## src/rtl/reg_file_stage.sv

```systemverilog
// reg_file_stage
//
// Operand-fetch stage that feeds the 8-bit adder. It holds a DEPTH x WIDTH
// register file with one synchronous write-back port and two read ports. The
// read results land in a registered operand pair, and a valid/ready handshake
// on each side lets the consumer stall the stage.
//
// Ports
//   clk          in   clock; all state changes on the rising edge
//   reset        in   synchronous active-low reset
//   write        in   write-back enable
//   inaddress    in   write-back register address
//   in           in   write-back data (ALU result)
//   rd_valid     in   read request present
//   out1address  in   source register 1 address
//   out2address  in   source register 2 address
//   rd_ready     out  stage can accept a read request this cycle
//   op_valid     out  operand1/operand2 hold a valid pair
//   op_ready     in   consumer takes the operand pair this cycle
//   operand1     out  registered operand 1 (adder data1)
//   operand2     out  registered operand 2 (adder data2)
//
// State | meaning
// ------+------------------------------------------------------------
// EMPTY | no operand pair held; any read request is accepted
// FULL  | operand pair held; reload only when consumer takes the pair

module reg_file_stage #(
    parameter int WIDTH = 8,
    parameter int AW    = 3,
    parameter int DEPTH = 2**AW
) (
    input  logic             clk,
    input  logic             reset,
    input  logic             write,
    input  logic [AW-1:0]    inaddress,
    input  logic [WIDTH-1:0] in,
    input  logic             rd_valid,
    input  logic [AW-1:0]    out1address,
    input  logic [AW-1:0]    out2address,
    output logic             rd_ready,
    output logic             op_valid,
    input  logic             op_ready,
    output logic [WIDTH-1:0] operand1,
    output logic [WIDTH-1:0] operand2
);

    typedef enum logic {
        EMPTY = 1'b0,
        FULL  = 1'b1
    } state_t;

    state_t           state;
    state_t           state_nxt;
    logic [WIDTH-1:0] regs [DEPTH];
    logic [WIDTH-1:0] src1;
    logic [WIDTH-1:0] src2;
    logic             accept;

    // Held low during reset so no request is reported as accepted.
    assign rd_ready = reset & ((state == EMPTY) | op_ready);
    assign accept   = rd_valid & rd_ready;

    // Write-to-read forwarding: a same-cycle write to the read address
    // supplies the value the register will hold after this edge.
    always_comb begin
        src1 = regs[out1address];
        if (write && (inaddress == out1address)) begin
            src1 = in;
        end
        src2 = regs[out2address];
        if (write && (inaddress == out2address)) begin
            src2 = in;
        end
    end

    always_ff @(posedge clk) begin
        if (!reset) begin
            for (int i = 0; i < DEPTH; i++) begin
                regs[i] <= '0;
            end
        end else if (write) begin
            regs[inaddress] <= in;
        end
    end

    // State register
    always_ff @(posedge clk) begin
        if (!reset) begin
            state <= EMPTY;
        end else begin
            state <= state_nxt;
        end
    end

    // Next-state logic
    always_comb begin
        state_nxt = state;
        case (state)
            EMPTY: begin
                if (accept) begin
                    state_nxt = FULL;
                end
            end
            FULL: begin
                if (op_ready && !accept) begin
                    state_nxt = EMPTY;
                end
            end
            default: state_nxt = EMPTY;
        endcase
    end

    // Output logic
    always_comb begin
        op_valid = (state == FULL);
    end

    // Operands only change on accept, so a stalled pair stays bit-stable and
    // later writes to its source registers never leak into it.
    always_ff @(posedge clk) begin
        if (!reset) begin
            operand1 <= '0;
            operand2 <= '0;
        end else if (accept) begin
            operand1 <= src1;
            operand2 <= src2;
        end
    end

endmodule

```

## config.mk

```make
export PLATFORM = sky130hd
export DESIGN_NAME = reg_file_stage
export DESIGN_NICKNAME = d
export VERILOG_FILES = /design/src/rtl/reg_file_stage.sv
export SDC_FILE = /design/constraint.sdc
export NUM_CORES = 1
export LEC_CHECK = 0
export ABC_AREA = 1
export BUFFER_PORTS_ARGS = -buffer_cell sky130_fd_sc_hd__buf_4
export CELL_PAD_IN_SITES_DETAIL_PLACEMENT = 0
export CELL_PAD_IN_SITES_GLOBAL_PLACEMENT = 1
export CORE_MARGIN = 5
export CORE_UTILIZATION = 44
export CTS_CLUSTER_DIAMETER = 80
export DETAILED_ROUTE_END_ITERATION = 12
export PLACE_DENSITY = 0.9
export SLEW_MARGIN = 40
export SYNTH_ARGS = -nofsm -noshare
export SYNTH_HDL_FRONTEND = slang
export SYNTH_SLANG_ARGS = --single-unit
```

## constraint.sdc

```tcl
create_clock -name clk -period 1.94 [get_ports clk]
set_input_delay 0.582 -clock clk [delete_from_list [all_inputs] [get_ports clk]]
set_output_delay 0.582 -clock clk [all_outputs]
set_load 0.01 [all_outputs]
```

* Word-level counts from Yosys, hierarchy flattened
Memories as Yosys holds them, arrays and structs flattened. A register that Yosys moved wholly into a read port is not among the register bits.
Cells that the tools add are included.
** Cells by class
- Muxes and demuxes :: 10
- Bitwise gates (word level) :: 4
- Reduce and logical (&&, ||, !) cells :: 5
** Operators by type and width (number)
- 2-to-1 mux 8 bit :: 1
- OR reduction 8 bit :: 1
- 2-to-1 mux 1 bit :: 7
- logical NOT 1 bit :: 3
- 2-to-1 mux 3 bit :: 1
- bitwise AND 1 bit :: 2
- case mux 1 bit (2 select lines) :: 1
- logical AND 1 bit :: 1
- NOT 1 bit :: 1
- OR 1 bit :: 1
** Word-level totals
- Bits of input ports :: 22
- Logic and storage cells :: 21
- Output and inout bits :: 18
- Memories kept :: 1
- Memory bits (writable) :: 64
- Register bits after elaboration :: 1
** Memories
- regs :: words 8, width 8, read ports 2, clocked after memory_dff 2, write ports 8, RTL line 55 : logic [WIDTH-1:0] regs [DEPTH];

* Logic depth before layout (Yosys ltp)
- Word-level depth :: 8
- Depth in mapped cells :: 11
- Depth with buffers taken out :: 9

* Worst setup path after synthesis
No wires, ideal clock.
- Path kind :: in2reg
- Start point :: input port reset
- End point :: memory regs[0][0] (enable)
- Setup slack :: 0.370 ns
- Path buffers :: 0
- Stages :: 4
- Required time :: 1.611 ns
- Data arrival time :: 1.241 ns
- Setup time :: 0.329 ns
- Path through :: nand2_1 nor2_1 nand2_1 nand2_1
** RTL lines
- start: declaration :: RTL line 34 : input logic reset,
- end: declaration :: RTL line 55

* Final worst setup path
- Start point :: register state, in the netlist op_valid
- End point :: output port rd_ready
** On the way
- Word-level cells in the longest chain between the ends :: 3
** RTL lines
- start: declaration :: RTL line 53 : state_t state;
- start signal: assignment :: RTL line 92 : state <= state_nxt;
- NOT 1 bit
- OR 1 bit :: RTL line 61 : assign rd_ready = reset & ((state == EMPTY) | op_ready);
- bitwise AND 1 bit :: RTL line 61
- end: declaration :: RTL line 41 : output logic rd_ready,
No other way between the ends.

==> metrics.txt <==
status complete, no violations; Core Box Area 0.00977 mm^2; io pins 40; critical path startpoint category flip-flop; static leakage 2.42 nW; post-synth top area share 0.436; Synth Cell Area 0.00441 mm^2; max_slew headroom 0.657; Port Buffers 39; area grow syn2layout 18.8%; Slew Viols, Final 0; pre-CTS WS 0.163 ns; CP bufs+invs 2; crit path time final 1.64 ns; # placed instances 762; ratio of cells with drive above 1 in the final layout 0.147; Synth Register Bits 81; post-route cell area 0.00524 mm^2; maximum VDD drop 566 uV; worst clock skew 0.00855 ns; DR vias 4,278; Pwr Total 4.14 mW; Mapped Cells 585; Post-Layout Cell Count 778; WHS 0.439 ns; post-layout util 0.536; DRT antenna net count 0; Pwr Density 790 mW/mm^2; Synthesized Nets 607; total congestion overflow 0; antenna violations before repair 0; Worst Max-Slew Pin Slew 0.511 ns; 1st-iter DRT viols 478; Root Buffer clkbuf_8; Final Worst Setup Slack 0.305 ns; Worst-Skew Late Latency 0.36 ns; Worst EP arrival 1.05 ns; ant diodes 0; critical path class flip-flop to output port; unrepaired setup endpoints after global routing no; Die Area 0.0121 mm^2; cell family with most CP delay flip-flops; Routed WL per cell 17.9 um; GRT Overall Usage 0.243; Final setup viols 0; maxcap violations 0; Min-Delay Path Class input port to flip-flop; die height 110 um; num rows 36; Critical Path Max Stage Delay 0.33 ns; Post-DP HPWL 10,100 um; Via-to-Cell Ratio 5.50; hold bufs inserted after CTS 0; placed instance area 0.00501 mm^2; CTS H-tree depth 3; CTS Sinks 81; Placer Congestion 0.999; number of global-route vias before repair 4,051; Peak Freq 612 MHz; clk slew on worst S/H paths 0.08 ns; wirelength, routed 13,900 um; Crit. End Element output port; crit share post-route 0.843; Longest Clk Path Bufs 2; postcts setup bufs 0; PostCTS Resize Cnt 0; Post-layout nets 662; largest net degree at the start of global routing 35; Synth area leaders edfxtp_1 (44%), nand2_1 (19%), nand3_1 (14%); # DRC 0; CTS tree yes; first-pass GRT wire length 21,700 um; Die W 110 um; YS warnings 0; crit path max fanout 2; crit path cell chain inv_1, nor2_1, nor2_1, buf_4; CP max-delay cell dfxtp_1; initial core utilization 0.451; Worst EP required 1.36 ns; TritonRoute pass-1 iters 5; leading area contributor after synthesis edfxtp_1; Syn Area/Cell 7.54 um^2; final-report hold violation count 0; Synth cell types 19; most frequent CP cell nor2_1; CTS Buf Count 9; sequential share of the synthesized area 0.513; Setup TNS 0 ns
## power by group
group          total, mW  switching [mW]  internal [mW]
logic              0.670           0.429          0.241
registers           2.07          0.0764           1.99
clock network       1.40           0.613          0.789
## cell families (layout without fill, tap and decap cells)
group	Yosys count	after routing	share of synthesized area
compound gates	8	8	0.00965
buf+inv	66	126	0.0653
flops	81	81	0.513
simple gates	430	430	0.412
## synth_stat cells
library cell,count
a21oi_1,2
buf_1,1
buf_2,17
buf_4,5
clkbuf_1,2
clkinv_1,8
dfxtp_1,17
edfxtp_1,64
inv_1,28
inv_2,5
nand2_1,221
nand2_2,2
nand3_1,120
nor2_1,81
nor2_2,1
nor2_4,4
nor3b_4,1
o211ai_1,1
o21ai_0,5
## final cells by class
| type | count | area (um^2) |
|---|---|---|
| fillers | 963 | 4540 |
| clock buffers | 15 | 199 |
| flip-flops and latches | 81 | 2260 |
| clock inverters | 1 | 30.0 |
| multi-input cells | 438 | 1860 |
| repair buffers | 69 | 568 |
| well taps | 133 | 166 |
| inverters | 41 | 154 |
## flip-flops by register name, summed over array words and instances, names as in the netlist
signal and cells:
regs 64, operand1 8, op_valid 1, operand2 8
## placed cells by master (no fill, tap or decap), types with 2 or more instances in the layout
master,netlist,layout
o21ai_0,5,5
nor2_4,4,4
clkbuf_1,2,3
buf_12,0,4
clkinv_1,8,8
edfxtp_1,64,64
inv_2,5,5
a21oi_1,2,2
nand3_1,120,120
nand2_2,2,2
dfxtp_1,17,17
clkbuf_16,0,2
buf_4,5,65
inv_1,28,28
nand2_1,221,221
clkbuf_8,0,10
nor2_1,81,81
## worst reg2reg max path: cells and delay by family, from the launching register on
| family | cells | cell delay [ns] |
|---|---|---|
| buffers and inverters | 3 | 0.45 |
| DFF | 1 | 0.31 |
| and+or+nand+nor | 2 | 0.24 |
| AOI/OAI and AO/OA | 2 | 0.23 |
## per-layer routing
metal / track usage / routed length [um] / part of all wire / vias to the layer above
li1: - / - / - / 2010
met1: 0.322 / 5500 / 0.39 / 1982
met2: 0.393 / 6570 / 0.47 / 246
met3: 0.0542 / 1470 / 0.11 / 40
met4: 0.0871 / 416 / 0.030 / 0
met5: 0 / 0 / 0 / -
## final timing paths
| check | start | endpoint | slack [ns] | cells after the start |
|---|---|---|---|---|
| setup / recovery | op_valid | rd_ready | 0.30 | 4 |
| hold reg to reg | operand2[3] | operand2[3] | 0.45 | 2 |
| hold / removal | rd_valid | op_valid | 0.44 | 3 |
| setup reg to reg | op_valid | operand1[5] | 0.64 | 7 |
(Power assumes the default switching activity.)
